$ cat src/rtl/cond_pkg.sv
// Shared constants for condition evaluation and flag handling.
package cond_pkg;

   localparam logic [3:0] COND_EQ = 4'b0000;
   localparam logic [3:0] COND_NE = 4'b0001;
   localparam logic [3:0] COND_CS = 4'b0010;
   localparam logic [3:0] COND_CC = 4'b0011;
   localparam logic [3:0] COND_MI = 4'b0100;
   localparam logic [3:0] COND_PL = 4'b0101;
   localparam logic [3:0] COND_VS = 4'b0110;
   localparam logic [3:0] COND_VC = 4'b0111;
   localparam logic [3:0] COND_HI = 4'b1000;
   localparam logic [3:0] COND_LS = 4'b1001;
   localparam logic [3:0] COND_GE = 4'b1010;
   localparam logic [3:0] COND_LT = 4'b1011;
   localparam logic [3:0] COND_GT = 4'b1100;
   localparam logic [3:0] COND_LE = 4'b1101;
   localparam logic [3:0] COND_AL = 4'b1110;
   localparam logic [3:0] COND_NV = 4'b1111;

   localparam int FLAG_N = 3;
   localparam int FLAG_Z = 2;
   localparam int FLAG_C = 1;
   localparam int FLAG_V = 0;

   localparam int FLAGW_NZ = 1;
   localparam int FLAGW_CV = 0;

endpackage

$ cat src/rtl/cond_check.sv
// Combinational ARM condition-code evaluation against a 4-bit NZCV value.
// Zero latency; no handshake.
module cond_check
   import cond_pkg::*;
(
   input  logic [3:0] cond_i,
   input  logic [3:0] flags_i,
   output logic       condex_o
);

   logic n, z, c, v;

   always_comb begin
      n = flags_i[FLAG_N];
      z = flags_i[FLAG_Z];
      c = flags_i[FLAG_C];
      v = flags_i[FLAG_V];
      condex_o = 1'b0;
      case (cond_i)
         COND_EQ: condex_o = z;
         COND_NE: condex_o = ~z;
         COND_CS: condex_o = c;
         COND_CC: condex_o = ~c;
         COND_MI: condex_o = n;
         COND_PL: condex_o = ~n;
         COND_VS: condex_o = v;
         COND_VC: condex_o = ~v;
         COND_HI: condex_o = c & ~z;
         COND_LS: condex_o = ~c | z;
         COND_GE: condex_o = (n == v);
         COND_LT: condex_o = (n != v);
         COND_GT: condex_o = ~z & (n == v);
         COND_LE: condex_o = z | (n != v);
         COND_AL: condex_o = 1'b1;
         default: condex_o = 1'b0;
      endcase
   end

endmodule

$ cat src/rtl/cond_logic.sv
// Condition gating of decoder write strobes plus the architectural NZCV register.
// Strobes are combinational; flags/counters update on the clock edge. Stall/bubble suppress all side effects.
// Optional performance counters are built only when COND_PERF_CNT_EN is defined.
module cond_logic
   import cond_pkg::*;
#(
   parameter logic [3:0] RESET_FLAGS = 4'b0000,
   parameter int         CNT_W       = 32
) (
   input  logic             CLK,
   input  logic             RESETn,
   input  logic             Valid,
   input  logic             Stall,
   input  logic [3:0]       Cond,
   input  logic [3:0]       ALUFlags,
   input  logic             PCS,
   input  logic             RegW,
   input  logic             MemW,
   input  logic             NoWrite,
   input  logic [1:0]       FlagW,
   input  logic             CntClr,
   output logic             PCSrc,
   output logic             RegWrite,
   output logic             MemWrite,
   output logic             CondEx,
   output logic [3:0]       Flags,
   output logic [CNT_W-1:0] ExecCnt,
   output logic [CNT_W-1:0] SquashCnt
);

   logic [3:0] flags_q, flags_d;
   logic       cond_ok;
   logic       issue;
   logic       go;

   // Evaluated on the registered flags only; ALU results never forward.
   cond_check u_cond_check (
      .cond_i   (Cond),
      .flags_i  (flags_q),
      .condex_o (cond_ok)
   );

   assign issue    = Valid & ~Stall;
   assign go       = issue & cond_ok;
   assign CondEx   = cond_ok;
   assign Flags    = flags_q;
   assign PCSrc    = PCS & go;
   assign MemWrite = MemW & go;
   assign RegWrite = RegW & ~NoWrite & go;

   always_comb begin
      flags_d = flags_q;
      if (go && FlagW[FLAGW_NZ]) begin
         flags_d[FLAG_N] = ALUFlags[FLAG_N];
         flags_d[FLAG_Z] = ALUFlags[FLAG_Z];
      end
      if (go && FlagW[FLAGW_CV]) begin
         flags_d[FLAG_C] = ALUFlags[FLAG_C];
         flags_d[FLAG_V] = ALUFlags[FLAG_V];
      end
   end

   always_ff @(posedge CLK or negedge RESETn) begin
      if (!RESETn) flags_q <= RESET_FLAGS;
      else         flags_q <= flags_d;
   end

`ifdef COND_PERF_CNT_EN
   logic [CNT_W-1:0] exec_q, exec_d;
   logic [CNT_W-1:0] squash_q, squash_d;

   // Clear wins over a same-cycle increment.
   always_comb begin
      exec_d   = exec_q;
      squash_d = squash_q;
      if (CntClr) begin
         exec_d   = '0;
         squash_d = '0;
      end else begin
         if (go)               exec_d   = exec_q + CNT_W'(1);
         if (issue && !cond_ok) squash_d = squash_q + CNT_W'(1);
      end
   end

   always_ff @(posedge CLK or negedge RESETn) begin
      if (!RESETn) begin
         exec_q   <= '0;
         squash_q <= '0;
      end else begin
         exec_q   <= exec_d;
         squash_q <= squash_d;
      end
   end

   assign ExecCnt   = exec_q;
   assign SquashCnt = squash_q;
`else
   logic unused_cntclr;

   assign unused_cntclr = CntClr;
   assign ExecCnt       = '0;
   assign SquashCnt     = '0;
`endif

endmodule
$ cat config.mk
export PLATFORM = sky130hd
export DESIGN_NAME = cond_logic
export DESIGN_NICKNAME = d
export VERILOG_FILES = /design/src/rtl/cond_pkg.sv /design/src/rtl/cond_check.sv /design/src/rtl/cond_logic.sv
export SDC_FILE = /design/constraint.sdc
export NUM_CORES = 1
export LEC_CHECK = 0
export BUFFER_PORTS_ARGS = -buffer_cell sky130_fd_sc_hd__buf_2
export CORE_ASPECT_RATIO = 1.5
export CORE_MARGIN = 10
export CORE_UTILIZATION = 38
export CTS_CLUSTER_DIAMETER = 60
export DETAILED_ROUTE_END_ITERATION = 6
export GPL_TIMING_DRIVEN = 0
export HOLD_SLACK_MARGIN = 0.06
export PLACE_DENSITY = 0.92
export SLEW_MARGIN = 20
export SYNTH_ARGS = -nofsm -noshare
export SYNTH_HDL_FRONTEND = slang
export SYNTH_SLANG_ARGS = --single-unit
export TNS_END_PERCENT = 30
$ cat constraint.sdc
create_clock -name CLK -period 4.4 [get_ports CLK]
set_input_delay 0.66 -clock CLK [delete_from_list [all_inputs] [get_ports CLK]]
set_output_delay 0.66 -clock CLK [all_outputs]
set_load 0.01 [all_outputs]
==> impl_results.md <==
- Warning count from the yosys run: 0
- GRT Resource Usage Total: 8.96%
- Core area: 2230 um2
- Proportion of layout cells with a drive suffix above 1: 50.0%
- Post-CTS sizing: 0
- Largest net degree at the start of global routing: 9
- Wire per inst: 10.5 um
- # Post-CTS Setup Buffers: 0
- Clock root cell: sky130_fd_sc_hd__clkbuf_4
- Die footprint: 4680 um2
- CP dominant cell by count: sky130_fd_sc_hd__buf_2
- Post-Syn Area: 880 um2
- Weighted congestion reported at the end of routability-driven placement: 0.863
- Cell area power density: 233 nW/um2
- Standby leakage power: between 0.8 and 0.9 nW
- Number of setup violations in the final report: 0
- Critical path type: primary input to primary output
- Number of enable flip-flop cells after synthesis: 0
- Unrepaired setup endpoints after global routing: no
- Sequential-to-total area share from yosys stat: 11.4%
- Detailed-route wire length: approximately 2.3 mm
- CTS tree: done
- Clock skew after layout: 0.00580 ns
- Number of hold-slack violations in the final timing report: 0
- Run status: completed
- Placed wire-length estimate: around 2.2 mm
- IO buf count: 25
- Clock network power share: 15.4%
- Die Y: 78.9 um
- Peak supply drop: 0.111 mV
- Htree depth: 1
- Critical path startpoint category: primary input
- Area growth, synth to finish: 46.9%
- Critical path data arrival time: between 2 and 2.5 ns
- Die X: between 50 and 60 um
- Count of pins over their slew limit: 0
- Cells along the critical path: buf_2 > inv_2 > or4_1 > a211oi_2 > o21bai_2 > and2_4 > and4bb_1 > buf_2
- Design area: between 1000 and 1500 um2
- Number of iterations in the first detailed-routing pass: 4
- Antenna Nets Post-Route: 0
- First-pass GRT wire length: 3.38 mm
- Clock slew at reported path FFs: ~0.04 ns
- Starting density of the core: 39.4%
- Number of hold-repair buffers added at the cts stage: 0
- Post-layout net count: ~220
- Proportion of power drawn by combinational gates: 60.6%
- Number of buffers created by CTS: 3
- Type of element capturing the critical path: primary output
- Std cell rows: 21
- CP max-delay cell: sky130_fd_sc_hd__or4_1
- Internal power: 0.176 mW
- Count of max-cap constraint violations: 0
- Highest achievable clock rate: 343 MHz
- Clock latency on the worst-skew pair: 0.24 ns
- Number of distinct library cells after synthesis: 28
- Worst-path fanout max: 6
- Period utilisation layout: around two thirds
- Net switching fraction of the power: between 40 and 50%
- Required arrival time at the worst endpoint: 3.74 ns
- Number of design-rule violations left by the first detailed-router iteration: 8
- Antenna violations before repair: 0
- Min-delay worst type: primary input to async pin
- Vias in the first global route: 766
- Ant. Diodes: 0
- Synthesized area per cell: 8.07 um2
- Delay contributed by the slowest stage of the critical path: 0.41 ns
- Post-DP Area: 1270 um2
- Clock period minus final worst setup slack: around 3 ns
- Part of the power in registers: 24.0%
- Clock tree buffer depth: 2
- Most frequently used flop master after synthesis: sky130_fd_sc_hd__dfrtp_1
- Total number of vias: 745
- Number of flip-flops in the largest register: 4
- Number of top-level pins: 91
- Setup_tns: 0 ns
- Number of design rule violations left after detail routing: 0
- Synthesis-stage register bit count: 4
- Cells after synthesis: approximately 110
- Number of vias per cell: 3.34
- Net Switching: between 0.1 and 0.15 mW
- Async S/R FF share, synth: 100%
- CTS Sinks: 4
- Sum of overflow across all layers after global routing: 0
==> metrics by stage <==
step | utilization (%) | power [mW] | cells | worst slack, ns | hold WS (ns)
detailed placement | 56.9 | 0.251 | 220 | 1.48 | 0.471
global route | 57.9 | 0.328 | 223 | 1.42 | 0.218
CTS | 57.9 | 0.298 | 223 | 1.48 | 0.218
finish | 57.9 | 0.301 | 223 | 1.48 | 0.220
floorplan | - | 0.208 | 172 | 1.81 | 0.364
global placement | 56.9 | 0.246 | 220 | 1.51 | 0.464
==> worst max-delay path: cells and delay by family <==
kind                   cells  cell delay, ns
and+or+nand+nor            3            0.85
AOI/OAI and AO/OA          2            0.39
buffers and inverters      3            0.33
==> power groups by stage <==
stage	clock, mW	combinational [mW]	sequential [mW]
6_report	0.0462	0.182	0.0723
5_1_grt	0.0504	0.201	0.0763
4_1_cts	0.0479	0.178	0.0725
3_5_place_dp	0	0.178	0.0730
3_3_place_gp	0	0.173	0.0722
2_1_floorplan	0	0.132	0.0751
==> synth_stat cells (2+ instances only) <==
cell type	n	area (um2)
sky130_fd_sc_hd__mux2_2	2	22.5
sky130_fd_sc_hd__nand2_1	6	22.5
sky130_fd_sc_hd__nor2_1	2	7.51
sky130_fd_sc_hd__mux2_1	3	33.8
sky130_fd_sc_hd__inv_1	3	11.3
sky130_fd_sc_hd__nor2b_1	3	18.8
sky130_fd_sc_hd__dfrtp_1	4	100
sky130_fd_sc_hd__a21oi_2	2	17.5
sky130_fd_sc_hd__xnor2_1	2	17.5
sky130_fd_sc_hd__buf_4	64	480
==> worst paths after layout <==
check	to	slack [ns]	cells past startpoint	from
worst max register to register	Flags[3]	2.35	5	Flags[0]
max in group asynchronous	Flags[2]	4.05	1	RESETn
min in group CLK	Flags[1]	0.56	1	Flags[1]
worst min register to register	Flags[1]	0.56	1	Flags[1]
worst max-delay path	RegWrite	1.48	8	Cond[3]
worst min-delay path	Flags[1]	0.22	1	RESETn
==> cell usage in the layout (no fill, tap or decap), types with 2 or more instances in the layout <==
master / synthesis / final
sky130_fd_sc_hd__a21oi_2: 2 / 2
sky130_fd_sc_hd__buf_2: 0 / 25
sky130_fd_sc_hd__buf_4: 64 / 64
sky130_fd_sc_hd__clkbuf_4: 0 / 3
sky130_fd_sc_hd__conb_1: 1 / 64
sky130_fd_sc_hd__dfrtp_1: 4 / 4
sky130_fd_sc_hd__inv_1: 3 / 3
sky130_fd_sc_hd__mux2_1: 3 / 3
sky130_fd_sc_hd__mux2_2: 2 / 2
sky130_fd_sc_hd__nand2_1: 6 / 6
sky130_fd_sc_hd__nor2_1: 2 / 2
sky130_fd_sc_hd__nor2b_1: 3 / 3
sky130_fd_sc_hd__xnor2_1: 2 / 2
==> layout make-up <==
cell class	instances	area (um2)
multi-input combinational	100	520
tap	23	28.8
clock buffer	3	22.5
buffer	64	480
fill	233	941
inverter	4	15.0
sequential	4	100
timing repair buffer	25	125
==> kinds of logic (layout without fill, tap and decap cells) <==
logic type	after synthesis	count (layout)	share of synthesized area (%)
buffers and inverters	68	96	56.3
other	1	64	0.426
multiplexers	6	6	7.54
flip-flops	4	4	11.4
AO/OA/AOI/OAI	11	11	10.7
XOR/XNOR	3	3	2.99
AND/OR/NAND/NOR	16	16	10.7
==> layer usage <==
metal	GRT usage (%)	part of all wire [%]	vias up
met2	15.3	51	54
met3	7.80	19	2
met4	4.15	0.34	0
li1	-	-	409
met5	0	0	-
met1	6.64	29	280
No activity file was read; power rests on OpenSTA's default activity.
